<file path="src/rtl/pio_master_pkg.sv">
// Shared types and constants for the PIO register-access initiator.
package pio_master_pkg;

  localparam logic [31:0] PIO_ERR_RDATA = 32'hDEAD_BEEF;

  typedef enum logic [2:0] {
    IDLE,
    ADDR,
    DATA,
    WAIT,
    DONE
  } pio_mst_state_e;

endpackage

</file>
<file path="src/rtl/pio_timeout_cnt.sv">
// Response-timeout counter: cleared on entry to a wait, counts enabled beats,
// flags expiry on the beat where the count reaches LIMIT-1.
module pio_timeout_cnt #(
  parameter int NBITS = 12,
  parameter int LIMIT = 2048
) (
  input  logic clk,
  input  logic rst_n,
  input  logic clr_i,
  input  logic en_i,
  output logic expire_o
);

  logic [NBITS-1:0] cnt_q;

  always_ff @(posedge clk or negedge rst_n) begin
    if (!rst_n) begin
      cnt_q <= '0;
    end else if (clr_i) begin
      cnt_q <= '0;
    end else if (en_i) begin
      cnt_q <= cnt_q + 1'b1;
    end
  end

  assign expire_o = en_i && (cnt_q == NBITS'(LIMIT - 1));

endmodule

</file>
<file path="src/rtl/pio_master.sv">
// PIO bus initiator: turns one host register access at a time into
// start/address/data beats and waits for ack, rvalid or a timeout.
module pio_master
  import pio_master_pkg::*;
#(
  parameter int                   PIO_NBITS      = 32,
  parameter int                   TIMEOUT_NBITS  = 12,
  parameter int                   TIMEOUT_CYCLES = 2048,
  parameter logic [PIO_NBITS-1:0] ERR_RDATA      = PIO_ERR_RDATA
) (
  input  logic                 clk,
  input  logic                 rst_n,
  input  logic                 clk_div,
  input  logic                 host_req,
  input  logic                 host_rw,
  input  logic [PIO_NBITS-1:0] host_addr,
  input  logic [PIO_NBITS-1:0] host_wdata,
  output logic                 host_gnt,
  output logic                 host_done,
  output logic [PIO_NBITS-1:0] host_rdata,
  output logic                 host_err,
  output logic                 busy,
  output logic                 pio_start,
  output logic                 pio_rw,
  output logic [PIO_NBITS-1:0] pio_addr_wdata,
  input  logic                 pio_ack,
  input  logic                 pio_rvalid,
  input  logic [PIO_NBITS-1:0] pio_rdata
);

  pio_mst_state_e       state_q;
  logic                 rw_q;
  logic [PIO_NBITS-1:0] addr_q;
  logic [PIO_NBITS-1:0] wdata_q;
  logic                 host_gnt_q;
  logic                 host_done_q;
  logic [PIO_NBITS-1:0] host_rdata_q;
  logic                 host_err_q;
  logic                 busy_q;
  logic                 pio_start_q;
  logic                 pio_rw_q;
  logic [PIO_NBITS-1:0] pio_ad_q;
  logic                 tmo_clr;
  logic                 tmo_en;
  logic                 tmo_expire;
  logic                 resp_hit;

  // The counter restarts on the beat that moves the FSM into WAIT.
  assign tmo_clr  = clk_div && (((state_q == ADDR) && rw_q) || (state_q == DATA));
  assign tmo_en   = clk_div && (state_q == WAIT);
  assign resp_hit = rw_q ? pio_rvalid : pio_ack;

  pio_timeout_cnt #(
    .NBITS(TIMEOUT_NBITS),
    .LIMIT(TIMEOUT_CYCLES)
  ) u_tmo (
    .clk     (clk),
    .rst_n   (rst_n),
    .clr_i   (tmo_clr),
    .en_i    (tmo_en),
    .expire_o(tmo_expire)
  );

  always_ff @(posedge clk or negedge rst_n) begin
    if (!rst_n) begin
      state_q      <= IDLE;
      rw_q         <= 1'b0;
      addr_q       <= '0;
      wdata_q      <= '0;
      host_gnt_q   <= 1'b0;
      host_done_q  <= 1'b0;
      host_rdata_q <= '0;
      host_err_q   <= 1'b0;
      busy_q       <= 1'b0;
      pio_start_q  <= 1'b0;
      pio_rw_q     <= 1'b0;
      pio_ad_q     <= '0;
    end else begin
      host_gnt_q  <= 1'b0;
      host_done_q <= 1'b0;
      pio_start_q <= 1'b0;
      pio_rw_q    <= 1'b0;
      pio_ad_q    <= '0;
      busy_q      <= (state_q == ADDR) || (state_q == DATA) || (state_q == WAIT);
      case (state_q)
        // DONE accepts directly so a held request is granted the next cycle.
        IDLE, DONE: begin
          if (host_req) begin
            host_gnt_q <= 1'b1;
            rw_q       <= host_rw;
            addr_q     <= host_addr;
            wdata_q    <= host_wdata;
            state_q    <= ADDR;
          end else begin
            state_q <= IDLE;
          end
        end
        ADDR: begin
          if (clk_div) begin
            pio_start_q <= 1'b1;
            pio_rw_q    <= rw_q;
            pio_ad_q    <= addr_q;
            state_q     <= rw_q ? WAIT : DATA;
          end
        end
        DATA: begin
          if (clk_div) begin
            pio_ad_q <= wdata_q;
            state_q  <= WAIT;
          end
        end
        WAIT: begin
          if (resp_hit) begin
            host_done_q  <= 1'b1;
            host_err_q   <= 1'b0;
            host_rdata_q <= rw_q ? pio_rdata : '0;
            state_q      <= DONE;
          end else if (tmo_expire) begin
            host_done_q  <= 1'b1;
            host_err_q   <= 1'b1;
            host_rdata_q <= rw_q ? ERR_RDATA : '0;
            state_q      <= DONE;
          end
        end
        default: state_q <= IDLE;
      endcase
    end
  end

  assign host_gnt       = host_gnt_q;
  assign host_done      = host_done_q;
  assign host_rdata     = host_rdata_q;
  assign host_err       = host_err_q;
  assign busy           = busy_q;
  assign pio_start      = pio_start_q;
  assign pio_rw         = pio_rw_q;
  assign pio_addr_wdata = pio_ad_q;

endmodule

</file>
<file path="config.mk">
export PLATFORM = sky130hd
export DESIGN_NAME = pio_master
export DESIGN_NICKNAME = d
export VERILOG_FILES = /design/src/rtl/pio_master_pkg.sv /design/src/rtl/pio_timeout_cnt.sv /design/src/rtl/pio_master.sv
export SDC_FILE = /design/constraint.sdc
export NUM_CORES = 1
export LEC_CHECK = 0
export CAP_MARGIN = 10
export CELL_PAD_IN_SITES_DETAIL_PLACEMENT = 0
export CELL_PAD_IN_SITES_GLOBAL_PLACEMENT = 1
export CORE_MARGIN = 3
export CORE_UTILIZATION = 34
export DETAILED_ROUTE_END_ITERATION = 8
export PLACE_DENSITY_LB_ADDON = 0.25
export SLEW_MARGIN = 30
export SYNTH_ARGS = -nofsm -noshare
export SYNTH_HDL_FRONTEND = slang
export SYNTH_SLANG_ARGS = --single-unit
</file>
<file path="constraint.sdc">
create_clock -name clk -period 1.8 [get_ports clk]
set_input_delay 0.27 -clock clk [delete_from_list [all_inputs] [get_ports clk]]
set_output_delay 0.27 -clock clk [all_outputs]
set_load 0.01 [all_outputs]
</file>
# [Yosys cells after proc, flatten, opt, wreduce, memory -nomap -nowiden]
# Cells that the tools add are included.
# W data, S select, Z words.
[totals] inputBits=103 out_inout_bits=70 reg_bits=150
[classes] n_addsub=1 n_mux=28 eq_ne=8 n_reduce_logical=14
[op_table] op="$mux W32" n=6
[op_table] op="$pmux W32 S2" n=1
[op_table] op="$mux W12" n=2
[op_table] op="$mux W1" n=14
[op_table] op="$add A12 B1 Y12 const B" n=1
[op_table] op="$eq A12 B11 Y1 const B" n=1
[op_table] op="$mux W3" n=4
[op_table] op="$pmux W3 S4" n=1
[op_table] op="$eq A3 B2 Y1 const B" n=2
[op_table] op="$logic_and A1 B1 Y1" n=4
[op_table] op="$ne A2 B2 Y1 const B" n=2
[op_table] op="$reduce_and A2 Y1" n=2
[op_table] op="$reduce_bool A2 Y1" n=2
[op_table] op="$eq A3 B1 Y1 const B" n=1
[op_table] op="$eq A3 B3 Y1 const B" n=1
[op_table] op="$logic_not A3 Y1" n=1
[op_table] op="$logic_or A1 B1 Y1" n=3
[op_table] op="$ne A3 B3 Y1 const B" n=1
[op_table] op="$reduce_and A3 Y1" n=1
[op_table] op="$reduce_or A2 Y1" n=1

# [Longest topological paths before layout]
# Gate-level depths: netlist of run 1.
[logic_depth] ltp_word=6 depth_mapped=8 depth_no_buf=6

# [By module]
# A second synthesis of run 1 with hierarchy kept.
[hier_totals] cells_unflattened=430 area_unflattened_um2=6092.1
[modules_own_cells] module="pio_master" seq_area_each_um2=3453.3 area_per_inst_um2=5486.5 cells_per_inst=370 instances=1
[modules_own_cells] module="pio_timeout_cnt" seq_area_each_um2=300.3 area_per_inst_um2=605.6 cells_per_inst=60 instances=1

# [Worst setup path before layout of run 1]
# OpenSTA, ideal clock, no wires.
[synth_path] path_kind="register -> register" startpoint="reg state_q[1]" endpoint="reg addr_q[0]" path_slack_ps=121 t_required_ps=1672 path_stages_with_launch=8 arrival_ps=1551 path_cell_list="dfrtp_1 > buf_2 > nor2_1 > and2_1 > clkbuf_1 > buf_4 > buf_2 > mux2_1"
[synth_between] elab_chain_cells=3 word_cells_on_any_way=4
[synth_rtl] item="start, declared" line="pio_master.sv:31" rtl="pio_mst_state_e state_q;"
[synth_rtl] item="start signal, assigned" line="pio_master.sv:103" rtl="state_q <= rw_q ? WAIT : DATA;"
[synth_rtl] item="$eq A3 B3 Y1 or $logic_not A3 Y1 (tied branches)" line="pio_master.sv:85" rtl="case (state_q)"
[synth_rtl] item="$reduce_or A2 Y1 *" line="pio_master.sv:85"
[synth_rtl] item="$reduce_and A2 Y1 (no source line) *"
[synth_rtl] item="end signal, assigned" line="pio_master.sv:91" rtl="addr_q <= host_addr;"
[synth_rtl] item="end, declared" line="pio_master.sv:33" rtl="logic [PIO_NBITS-1:0] addr_q;"
# Mark *: on every way between the ends. The rest lies on a longest branch, timed or not.
# A chain may end at the register's enable or synchronous reset.

# [Final worst setup path of run 1]
[layout_path] startpoint="reg u_tmo.cnt_q[1]" endpoint="reg host_rdata_q[26] (netlist: host_rdata[26])"
[layout_between] elab_chain_cells=4
[layout_rtl] item="start, declared" line="pio_timeout_cnt.sv:14" rtl="logic [NBITS-1:0] cnt_q;"
[layout_rtl] item="start signal, assigned" line="pio_timeout_cnt.sv:22" rtl="cnt_q <= cnt_q + 1'b1;"
[layout_rtl] item="$eq A12 B11 Y1" line="pio_timeout_cnt.sv:26" rtl="assign expire_o = en_i && (cnt_q == NBITS'(LIMIT - 1));"
[layout_rtl] item="$logic_and A1 B1 Y1" line="pio_timeout_cnt.sv:26"
[layout_rtl] item="$reduce_bool A2 Y1 (no source line)"
[layout_rtl] item="$reduce_and A2 Y1 (no source line)"
[layout_rtl] item="end signal, assigned" line="pio_master.sv:116" rtl="host_rdata_q <= rw_q ? pio_rdata : '0;"
[layout_rtl] item="end signal, assigned" line="pio_master.sv:121" rtl="host_rdata_q <= rw_q ? ERR_RDATA : '0;"
[layout_rtl] item="end, declared" line="pio_master.sv:37" rtl="logic [PIO_NBITS-1:0] host_rdata_q;"
# Every way passes these cells.

==> impl_metrics.tcl, run 1 <==
set metrics [dict create \
    initial_core_util_pct 35.3 \
    worst_pin_slew_ps 556 \
    drtIter0Drc 134 \
    slowest_stage "dfrtp_1" \
    crit_path_start "u_tmo.cnt_q[1]" \
    wl_mm 14.1 \
    multi_input_area_um2 1950 \
    startpoint_type "flop" \
    arrival_ps 2050 \
    grt_antenna_before_repair 0 \
    fin_cells 857 \
    coreArea_um2 16900 \
    min_period_ps 1720 \
    grt_pass1_wl_mm 23.5 \
    critPathBufInv 2 \
    die_w_um 138 \
    drc_errors 0 \
    final_cell_mix "clkdlybuf4s50_1 (171), dfrtp_1 (150), mux2_1 (65), a22o_1 (40), inv_1 (27)" \
    final-seq-area_um2 3750 \
    synth_area_per_cell_um2 13.8 \
    clk_path_buf_depth 2 \
    async_flop_share_pct 100 \
    avgRoutedWirePerCell_um 16.5 \
    vdd_drop_max_uv 785 \
    slew_headroom_pct 62.8 \
    leakage_nw 3.77 \
    fillers 1437 \
    rsz0062_at_grt "yes" \
    yosys_warnings 0 \
    num_io_pins 173 \
    syn_to_final_growth_pct 46.4 \
    crit_fanout 13 \
    drive_above_1_share_pct 10.7 \
    synth_seq_cells 150 \
    status "finished clean" \
    rows 47 \
    layout_commonest_cell "clkdlybuf4s50_1" \
    grt.overflow.total 0 \
    globalplace.congestion 0.790 \
    vias_per_cell 4.75 \
    slowest_delay_ps 400 \
    setup_viol 0 \
    numPortBuffers 172 \
    path_cells "ha_4 > nand4b_1 > o31ai_2 > nand2b_1 > buf_6 > inv_12 > mux2i_2" \
    finalClockSkew_ps 6.74 \
    crit_required_ps 2130 \
    clk-insertion-delay-late_ps 410 \
    syn-instance-count 432 \
    placed_cells 824 \
    cp-end-kind "flop" \
    cts_root_buffer "clkbuf_16" \
    track_usage_pct 15.3 \
    max_freq_mhz 582 \
    yosysSeqAreaShare_pct 63.1 \
    dieArea_um2 19100 \
    num_vias 4074 \
    cts_htree_levels 4 \
    hold_class "input pin to asynchronous set/reset pin" \
    finalNetCount 731 \
    r2r-start "u_tmo.cnt_q[1]" \
    finalHoldViolCount 0 \
    path_clk_slew_ps 60 \
    syn_area_um2 5950 \
    synth_top_flop_cell "dfrtp_1" \
    cts_made_buffers 17 \
    critPathTopFamily "flip-flops" \
    grt_max_degree 53 \
    cts_tree "yes" \
    drv_cap 0 \
    synth_cell_types 39 \
    first_pass_iters 4 \
    slew_violations 0 \
    hpwl_mm 9.98 \
    power_density_nw_per_um2 1550 \
    post-route-period-util_pct 95.5 \
    grt_pass1_vias 4394 \
    final_antenna_net_count 0 \
    syn-num-nets 536 \
    holdWs_ps 324 \
    n_antenna_cell 0 \
    cts_sinks 150 \
    fin_setup_tns_ps 0 \
    crit_type "flop to flop" \
    die_h_um 138 \
    synth_edf_count 0 \
]
## power by group
part           switching [W]  leakage (nW)  internal (W)
combinational        0.00196          1.63       0.00276
clock                0.00126         0.259       0.00198
sequential          0.000742          1.88       0.00482
total                0.00396          3.77       0.00956
## Yosys cell counts, drive strengths merged (2+ instances only)
| cell | number | area (um^2) |
|---|---|---|
| mux2i | 25 | 250 |
| nand3b | 2 | 15.0 |
| a21oi | 4 | 20.0 |
| or3 | 2 | 13.8 |
| xnor2 | 7 | 61.3 |
| nand4b | 2 | 17.5 |
| and2 | 2 | 12.5 |
| a21o | 2 | 15.0 |
| mux2 | 65 | 732 |
| xor2 | 2 | 17.5 |
| nand2 | 8 | 30.0 |
| nor3 | 4 | 20.0 |
| nor4bb | 2 | 20.0 |
| inv | 30 | 125 |
| nand4 | 3 | 40.0 |
| clkbuf | 10 | 37.5 |
| a22o | 40 | 350 |
| nor4 | 5 | 31.3 |
| buf | 18 | 129 |
| nand3 | 3 | 15.0 |
| dfrtp | 150 | 3750 |
| nor2 | 13 | 48.8 |
| o21ai | 26 | 130 |
## stage by stage
stage          util [%]  area, um^2  total power, W  worst slack (ps)
2_1_floorplan         -        5950         0.00784               121
3_3_place_gp       48.1        8130          0.0102              -141
3_5_place_dp       48.1        8130          0.0104              -205
4_1_cts            51.4        8680          0.0137              10.3
5_1_grt            51.6        8710          0.0144             -28.6
6_report           51.6        8710          0.0135              81.5
## state kept, by name, summed over array words and instances, names as in the netlist
name / flops
host_done: 1
busy: 1
addr_q: 32
u_tmo.cnt_q: 12
wdata_q: 32
host_gnt: 1
pio_addr_wdata: 32
pio_rw: 1
state_q: 3
host_err: 1
host_rdata: 32
rw_q: 1
pio_start: 1
## cells by family (layout without fill, tap and decap cells)
kind of cell    count (synthesis)  in the layout  synth area share (%)
buf+inv                        58            263                  4.90
compound gates                 75             75                  9.17
mux                            90             90                  16.5
xor+xnor                        9              9                  1.32
fa+ha+maj                       1              1                 0.210
simple gates                   49             49                  4.82
flops                         150            150                  63.1
## repair_timing
item,in CTS,in global routing
cloned,1,0
hold endpoints to repair,31,0
gates resized for setup,0,5
hold buffers,1,0
pin swaps,0,1
setup endpoints to repair,2,32
buffers inserted,0,2
## routing by layer
layer | vias up | global-route usage (%) | share of wire, %
li1 | 1909 | - | -
met1 | 2025 | 19.3 | 44
met2 | 127 | 23.6 | 46
met3 | 13 | 7.11 | 9.0
met4 | 0 | 4.73 | 1.3
met5 | - | 0 | 0
## path summary, 6_finish.rpt
path,end,slack (ps),cells past startpoint
max,host_rdata[26],80,7
min,pio_addr_wdata[29],320,2
max reg2reg,host_rdata[26],80,7
min reg2reg,pio_addr_wdata[12],480,1
max in group asynchronous,addr_q[4],870,3
min in group clk,wdata_q[18],450,2
## layout make-up
class	instances	share of cell area (%)
sequential	150	43.1
timing repair buffer	203	23.7
multi-input combinational	224	22.4
clock buffer	25	5.57
tap	220	3.16
inverter	30	1.44
clock inverter	4	0.546
timing repair inverter	1	0.129
(Power assumes the default switching activity.)
==> run 2: changes to the inputs <==
--- a/config.mk
+++ b/config.mk
@@ -9,9 +9,11 @@
 export CELL_PAD_IN_SITES_DETAIL_PLACEMENT = 0
 export CELL_PAD_IN_SITES_GLOBAL_PLACEMENT = 1
 export CORE_MARGIN = 3
-export CORE_UTILIZATION = 34
+export CORE_UTILIZATION = 45
 export DETAILED_ROUTE_END_ITERATION = 8
+export DONT_BUFFER_PORTS = 1
 export PLACE_DENSITY_LB_ADDON = 0.25
+export SKIP_CTS_REPAIR_TIMING = 1
 export SLEW_MARGIN = 30
 export SYNTH_ARGS = -nofsm -noshare
 export SYNTH_HDL_FRONTEND = slang
==> run 2 against run 1 <==
  * Largest power group unchanged
  * Global-route usage increased by 1.7 points
  * Register-to-register slack improved by 30 ps
  * Combinational power fell by 43%
  * Critical path type unchanged
  * Sequential cell count did not move
  * First-iteration DRC count grew 13%
  * The flow now finishes with violations (negative hold slack)
  * Maximum frequency grew 2.0%
  * Final cell count fell by 19%
  * Power decreased by 9.3%
  * Count of clock-buffer cells in the layout rose by 1
==> impl_metrics.tcl, run 2 (same netlist as run 1, synthesis figures left out) <==
set metrics [dict create \
    power_density_nw_per_um2 1630 \
    crit_type "flop to flop" \
    status "finished, violations left" \
    wl_met1_mm 5.01 \
    num_io_pins 173 \
    placed_cells 590 \
    finalClockSkew_ps 5.47 \
    layout_commonest_cell "dfrtp_1" \
    first_pass_iters 4 \
    slowest_stage "dfrtp_1" \
    combinationalPowerShare_pct 21.9 \
    drc_errors 0 \
    drtIter0Drc 151 \
    setup_viol 0 \
    wl_mm 12.8 \
    p_sw_w 0.00373 \
    max_freq_mhz 594 \
    crit_required_ps 2120 \
    coreArea_um2 12800 \
    worst_pin_slew_ps 505 \
    grt_antenna_before_repair 0 \
    clk_path_buf_depth 2 \
    p_sw_share_pct 30.4 \
    die_w_um 121 \
    cts_tree "yes" \
    leakage_nw 3.35 \
    n_antenna_cell 0 \
    post-route-util_pct 58.9 \
    top_layer "met4" \
    fin_setup_tns_ps 0 \
    path_clk_slew_ps 50 \
    r2r-end "host_rdata[16]" \
    sequentialPowerShare_pct 49.1 \
    num_vias 3656 \
    cts_htree_levels 4 \
    clkPwrFrac_pct 29.0 \
    clk-insertion-delay-late_ps 410 \
    path_cells "ha_4 > nand4b_1 > o31ai_2 > nand2b_1 > buf_6 > inv_12 > mux2i_2" \
    track_usage_pct 17.0 \
    cts_made_buffers 17 \
    slew_headroom_pct 66.2 \
    crit_path_start "u_tmo.cnt_q[0]" \
    vias_per_cell 5.25 \
    arrival_ps 2010 \
    dieArea_um2 14600 \
    drv_cap 0 \
    rows 41 \
    wl_met3_mm 1.27 \
    multi_input_area_um2 1950 \
    violations "negative hold slack" \
    finalNetCount 616 \
    drive_above_1_share_pct 11.0 \
    fillers 992 \
    grt_pass1_vias 3579 \
    cts_sinks 150 \
    crit_fanout 13 \
    slew_violations 0 \
    routed-wl-met2_mm 6.30 \
    cp-end-kind "flop" \
    crit_end "host_rdata[16]" \
    grt_pass1_wl_mm 19.1 \
    startpoint_type "flop" \
    slowest_delay_ps 400 \
    initial_core_util_pct 46.6 \
    final_antenna_net_count 0 \
    hold_class "input pin to asynchronous set/reset pin" \
    vdd_drop_max_uv 829 \
    final-seq-area_um2 3750 \
    holdWs_ps -444 \
    min_period_ps 1680 \
    p_int_w 0.00854 \
    syn_to_final_growth_pct 26.4 \
    r2r-start "u_tmo.cnt_q[0]" \
    die_h_um 121 \
    grt.overflow.total 0 \
    finalHoldViolCount 150 \
    fin_cells 697 \
    post-route-period-util_pct 93.6 \
    cts_root_buffer "clkbuf_16" \
    r2r_slack_ps 120 \
    globalplace.congestion 0.739 \
    avgRoutedWirePerCell_um 18.4 \
    hpwl_mm 8.10 \
    reg2reg_depth 7 \
    numPortBuffers 0 \
    grt_max_degree 151 \
    final_cell_mix "dfrtp_1 (150), dlygate4sd3_1 (72), mux2_1 (65), a22o_1 (40), inv_1 (27)" \
]
## run 2: cell count changes in the layout (fill, tap and decap cells not counted), moves of 2 or more
cell / delta
clkbuf_1: -2
buf_12: -7
buf_4: -7
clkdlybuf4s50_1: -171
dlygate4sd3_1: +71
clkbuf_8: +3
## run 2: layout make-up
cell class / count / share of cell area [%]
clock inverters: 6 / 1.18
inverters: 30 / 1.66
repair buffers: 88 / 11.4
multi-input cells: 224 / 26.0
well taps: 172 / 2.86
repair inverters: 1 / 0.150
clock buffers: 26 / 6.90
flip-flops and latches: 150 / 49.9
## run 2: metal layers
layer,track usage (%),up-vias
met1,19.1,1831
met5,0,-
met4,6.80,0
met3,9.79,20
li1,-,1670
met2,26.8,135
## run 2: power by group through the flow
stage | clock [W] | sequential [W] | combinational, W
6_report | 0.00356 | 0.00602 | 0.00269
5_1_grt | 0.00381 | 0.00622 | 0.00302
4_1_cts | 0.00365 | 0.00604 | 0.00253
3_5_place_dp | 0 | 0.00608 | 0.00252
3_3_place_gp | 0 | 0.00603 | 0.00239
2_1_floorplan | 0 | 0.00573 | 0.00211
## run 2: critical path: cells and delay by family, from the launching register on
kind / cells / cell delay, ps
AOI/OAI and AO/OA: 1 / 280
and+or+nand+nor: 2 / 220
muxes: 1 / 230
DFF: 1 / 400
adders and majority gates: 1 / 170
buffers and inverters: 2 / 300
## run 2: worst min path at each step
stage / slack [ps] / startpoint / depth (start not counted) / end
after detailed placement: -20 / rst_n / 0 / host_rdata[7]
after floorplan: -30 / rst_n / 0 / addr_q[0]
final: -440 / rst_n / 0 / host_rdata[3]
after CTS: -470 / rst_n / 0 / host_rdata[3]
after global placement: -20 / rst_n / 0 / host_rdata[6]
after global routing: -480 / rst_n / 0 / host_rdata[3]
## run 2: through the flow
| step | instance area, um^2 | setup WS, ps | total power [W] | hold WS (ps) |
|---|---|---|---|---|
| 6_report | 7520 | 115 | 0.0123 | -444 |
| 3_5_place_dp | 6150 | 44.1 | 0.00860 | -21.6 |
| 4_1_cts | 6760 | 38.6 | 0.0122 | -467 |
| 3_3_place_gp | 6150 | 120 | 0.00841 | -22.5 |
| 5_1_grt | 7520 | -2.07 | 0.0130 | -475 |
| 2_1_floorplan | 5950 | 121 | 0.00784 | -25.6 |
